File: config.mk
export PLATFORM = sky130hd
export DESIGN_NAME = delay_monitor
export DESIGN_NICKNAME = d
export VERILOG_FILES = /design/src/rtl/delay_pkg.sv /design/src/rtl/delay_monitor_gap_counter.sv /design/src/rtl/delay_monitor.sv
export SDC_FILE = /design/constraint.sdc
export NUM_CORES = 1
export LEC_CHECK = 0
export CORE_UTILIZATION = 40
export CTS_CLUSTER_DIAMETER = 120
export DETAILED_ROUTE_END_ITERATION = 10
export SYNTH_ARGS = -nofsm -noshare
export SYNTH_HDL_FRONTEND = slang
export SYNTH_HIERARCHICAL = 1
export SYNTH_SLANG_ARGS = --single-unit
File: constraint.sdc
create_clock -name clk -period 2.3 [get_ports clk]
set_input_delay 0.46 -clock clk [delete_from_list [all_inputs] [get_ports clk]]
set_output_delay 0.46 -clock clk [all_outputs]
set_load 0.02 [all_outputs]
File: src/rtl/delay_pkg.sv
// delay_pkg: shared state type, default threshold and window helpers
// for the delay stage and the period monitor that consumes its pulse.
package delay_pkg;

  localparam int N_DEFAULT    = 17500;
  localparam int TOL_DEFAULT  = 4;
  localparam int LOCK_DEFAULT = 3;

  localparam int WIN_LO_DEFAULT = N_DEFAULT + 1 - TOL_DEFAULT;
  localparam int WIN_HI_DEFAULT = N_DEFAULT + 1 + TOL_DEFAULT;

  typedef enum logic [1:0] {
    IDLE,
    SYNC,
    TRACK,
    LOST
  } state_t;

  function automatic int win_lo(input int n, input int tol);
    return n + 1 - tol;
  endfunction

  function automatic int win_hi(input int n, input int tol);
    return n + 1 + tol;
  endfunction

endpackage

File: src/rtl/delay_monitor_gap_counter.sv
// gap_counter: cycles since the last accepted tick.
// Loads 1 on a tick, otherwise counts up and saturates at all-ones.
module gap_counter
  import delay_pkg::*;
#(
  parameter int CBITS = 15
) (
  input  logic             clk,
  input  logic             rst,
  input  logic             clear,
  input  logic             load,
  output logic [CBITS-1:0] count
);

  localparam logic [CBITS-1:0] MAX = '1;

  always_ff @(posedge clk) begin
    if (rst || clear) begin
      count <= '0;
    end else if (load) begin
      count <= CBITS'(1);
    end else if (count != MAX) begin
      count <= count + 1'b1;
    end
  end

endmodule

File: src/rtl/delay_monitor.sv
// delay_monitor: checks tick spacing against N+1 +/- TOL, tracks lock/loss.
// Define STICKY_ERR_EN to build the sticky err_flag; otherwise it is tied 0.
module delay_monitor
  import delay_pkg::*;
#(
  parameter int N        = N_DEFAULT,
  parameter int TOL      = TOL_DEFAULT,
  parameter int LOCK_CNT = LOCK_DEFAULT,
  parameter int CBITS    = 15,
  parameter int TCBITS   = 16
) (
  input  logic              clk,
  input  logic              rst,
  input  logic              en,
  input  logic              tick,
  output logic              locked,
  output logic              early,
  output logic              late,
  output logic              timeout,
  output logic [CBITS-1:0]  period,
  output logic [TCBITS-1:0] tick_cnt,
  output logic              err_flag
);

  localparam logic [CBITS-1:0] LO = CBITS'(win_lo(N, TOL));
  localparam logic [CBITS-1:0] HI = CBITS'(win_hi(N, TOL));
  localparam int GBITS = $clog2(LOCK_CNT + 1);
  localparam logic [GBITS-1:0] LOCK_MAX = GBITS'(LOCK_CNT);

  if (win_hi(N, TOL) >= (1 << CBITS)) begin : g_cbits_chk
    $error("delay_monitor: CBITS too small for N+1+TOL");
  end

  state_t           state;
  logic [GBITS-1:0] good_run;
  logic [CBITS-1:0] count;
  logic             accept;
  logic             clear;
  logic             is_early;
  logic             is_late;

  assign accept   = en && tick && (state != IDLE);
  assign clear    = !en || (state == IDLE);
  assign is_early = accept && (state == TRACK) && (count < LO);
  assign is_late  = en && !tick && (state == TRACK) && (count >= HI);

  gap_counter #(
    .CBITS (CBITS)
  ) u_gap (
    .clk   (clk),
    .rst   (rst),
    .clear (clear),
    .load  (accept),
    .count (count)
  );

  always_ff @(posedge clk) begin
    if (rst) begin
      state    <= IDLE;
      good_run <= '0;
      locked   <= 1'b0;
      early    <= 1'b0;
      late     <= 1'b0;
      timeout  <= 1'b0;
      period   <= '0;
      tick_cnt <= '0;
    end else begin
      early <= 1'b0;
      late  <= 1'b0;
      if (!en) begin
        state    <= IDLE;
        good_run <= '0;
        locked   <= 1'b0;
        timeout  <= 1'b0;
      end else begin
        unique case (state)
          IDLE: state <= SYNC;
          SYNC: begin
            if (tick) begin
              state    <= TRACK;
              tick_cnt <= tick_cnt + 1'b1;
            end
          end
          TRACK: begin
            if (tick) begin
              tick_cnt <= tick_cnt + 1'b1;
              period   <= count;
              if (is_early) begin
                early    <= 1'b1;
                good_run <= '0;
                locked   <= 1'b0;
              end else if (good_run != LOCK_MAX) begin
                good_run <= good_run + 1'b1;
                locked   <= (good_run == LOCK_MAX - 1'b1);
              end
            end else if (is_late) begin
              late     <= 1'b1;
              locked   <= 1'b0;
              good_run <= '0;
              timeout  <= 1'b1;
              state    <= LOST;
            end
          end
          LOST: begin
            if (tick) begin
              state    <= TRACK;
              timeout  <= 1'b0;
              tick_cnt <= tick_cnt + 1'b1;
            end
          end
          default: state <= IDLE;
        endcase
      end
    end
  end

`ifdef STICKY_ERR_EN
  always_ff @(posedge clk) begin
    if (rst || !en) begin
      err_flag <= 1'b0;
    end else if (is_early || is_late) begin
      err_flag <= 1'b1;
    end
  end
`else
  assign err_flag = 1'b0;
`endif

endmodule
==> out/results.ini <==
[clock_network]
hold_buffers=0
cts-root-buf=clkbuf_8
clk_latency_ns=0.31
cts_setup_buffers=0
cts-htree-levels=2
clockBufferDepth=2
clock_sinks=54
cts_tree=yes
tritoncts.num_buffers=5
cts_resized=0
clk_pin_slew_ns=0.10

[synthesis]
synth.most_common_cell=dfxtp_1
async_flop_share_pct=0
synth_largest_area_cell=dfxtp_1
synthesis.area_um2=2420
synth_edf_count=0
ys_seq_area_share_pct=44.7
ys_types=47
synth_cells=281
ys_seq_elements=54
synth_top_area_share_pct=44.7
syn-num-nets=289
ys.flop_type=dfxtp_1
yosys_warnings=6
avgSynthCellArea_um2=8.61
synth_common_cells=dfxtp_1, nand2_1, a21oi_1
synthTopCellsByArea=dfxtp_1, a21oi_1, nand2_1, xor2_1, nor2_1

[cells_and_area]
regArea_um2=1080
drive_gt1_share_pct=7.79
n_antenna_cell=0
fill_cells=550
multiInputGateArea_um2=1260
areaGrowthSynthToFinish_pct=25.4
nets=328

[min_path]
hold_path_depth=2
hp-class=flop to flop
min_to=period[4]$_SDFFE_PP0P_
hold_start=period[4]$_SDFFE_PP0P_

[critical_path]
r2r_end=u_gap/count[3]$_SDFFE_PP0P_
r2r_start=u_gap/count[1]$_SDFFE_PP0P_
crit_path_max_incr_delay_ns=0.49
cp.required_ns=2.54
crit_arrival_ns=2.25
startpoint_type=flop
critical_path_class=flop to flop
regToRegSetupSlack_ns=0.30
worst_setup_path_end_kind=flop
crit_chain=ha_1 -> nand4_2 -> buf_4 -> nor4_4 -> o21ai_0 -> a21oi_1
path_max_fanout=9
crit_path_top_delay_cell=nor4_4
r2r.worst_path.cells=6

[route]
ant_nets=0
routed_wl_um=5450
wl_per_cell_um=13.9
drc=0
via_per_inst=5.38
vias=2113
drtPass1Iterations=4
first_iter_violations=111

[global_route]
grt_pass1_vias=1854
grt_first_pass_wirelength_um=9260
grt_max_degree=24
antenna_found_initial=0
overflow=0
grtUsageTotal_pct=18.8

[floorplan]
start_util_pct=42.6
die_h_um=79.8
rows=27
core_region_area_um2=5680
dieArea_um2=6360
fp.dieW_um=79.8
io-pin-count=40

[timing]
slew_violations=0
setup_viol=0
finalHoldViolations=0
fin_crit_ns=2.00
finalWorstSetupSlack_ns=0.298
rsz0062_at_grt=no
holdWs_ns=0.458
finalSetupTns_ns=0
skew_ns=0.00752
period_share_pct=87.0
max_freq_mhz=500

[pwr]
power_density_nw_per_um2=588
total_power_mw=1.78
p_leak_nw=1.08
ir_worst_vdd_mv=0.286

[placement]
gp_congestion=0.763
port_buffers=38
place_ws_ns=0.212
dp_hpwl_um=3780

[flow_run]
maxCapViolCount=0

[outcome]
status=finished clean

-- cell families after synthesis --
kind of cell / count (synthesis) / synth area share [%]
adders and majority gates: 4 / 2.07
buffers and inverters: 18 / 3.36
DFF: 54 / 44.7
other: 1 / 0.155
AOI/OAI and AO/OA: 64 / 16.2
and+or+nand+nor: 121 / 26.5
muxes: 2 / 0.828
xor gates and xnor gates: 17 / 6.16
-- where the power goes --
group          leakage (nW)  switching, mW  internal (mW)
sequential            0.435        0.00401          0.937
combinational         0.576         0.0321         0.0220
clock                0.0714          0.324          0.464
total                  1.08          0.360           1.42
-- flip-flops by register name (all words and copies together), names as in the netlist --
register and flops:
late 1, timeout 1, u_gap/count 15, tick_cnt 16, locked 1, period 15
early 1, good_run 2, state 2
-- worst max-delay path by stage --
stage	from	to	slack [ns]	cells past startpoint
after CTS	u_gap/count[1]$_SDFFE_PP0P_	u_gap/count[0]$_SDFFE_PP0P_	0.29	6
final	u_gap/count[1]$_SDFFE_PP0P_	u_gap/count[3]$_SDFFE_PP0P_	0.30	6
after detailed placement	en	tick_cnt[9]$_SDFFE_PP0P_	0.21	6
after floorplan	u_gap/count[0]$_SDFFE_PP0P_	u_gap/count[2]$_SDFFE_PP0P_	0.45	5
after global routing	u_gap/count[1]$_SDFFE_PP0P_	u_gap/count[5]$_SDFFE_PP0P_	0.12	6
after global placement	en	u_gap/count[2]$_SDFFE_PP0P_	0.22	5
-- per-stage QoR --
step,utilization (%),cell area (um^2),std cells
2_1_floorplan,-,2420,281
3_3_place_gp,50.9,2890,385
3_5_place_dp,50.9,2890,385
4_1_cts,53.4,3030,393
5_1_grt,53.4,3030,393
6_report,53.4,3030,393
-- layer usage --
metal | wire (um) | vias up | part of all wire (%) | GRT usage (%)
met2 | 2370 | 51 | 44 | 27.8
met4 | 59 | 0 | 1.1 | 5.71
li1 | - | 1071 | - | -
met3 | 284 | 6 | 5.2 | 5.71
met5 | 0 | - | 0 | 0
met1 | 2730 | 985 | 50 | 26.0
-- worst max-delay path, delay by kind of cell, from the launching register on --
kind / cells / cell delay (ns)
compound gates: 2 / 0.33
fa+ha+maj: 1 / 0.31
buf+inv: 1 / 0.19
flops: 1 / 0.48
simple gates: 2 / 0.62
-- cells in the final DEF (no fill, tap or decap), drive strengths merged, types with 4 or more instances in the layout --
| master | netlist | final |
|---|---|---|
| nand3 | 11 | 11 |
| o21ai | 8 | 8 |
| a211oi | 5 | 5 |
| clkbuf | 9 | 6 |
| ha | 4 | 4 |
| nand2 | 40 | 40 |
| nand4 | 10 | 10 |
| xor2 | 12 | 12 |
| nor3 | 4 | 4 |
| or3 | 6 | 6 |
| clkdlybuf4s50 | 0 | 38 |
| xnor2 | 5 | 5 |
| a21oi | 33 | 33 |
| nor2 | 25 | 25 |
| and4 | 5 | 5 |
| buf | 7 | 10 |
| dfxtp | 54 | 54 |
-- layout make-up --
class	instances	share of cell area, %
flip-flops and latches	54	35.6
well taps	72	2.97
clock inverters	2	1.98
multi-input cells	209	41.4
clock buffers	6	2.72
repair buffers	48	15.0
inverters	2	0.248
Note: power is estimated with default switching activity, not from simulation.
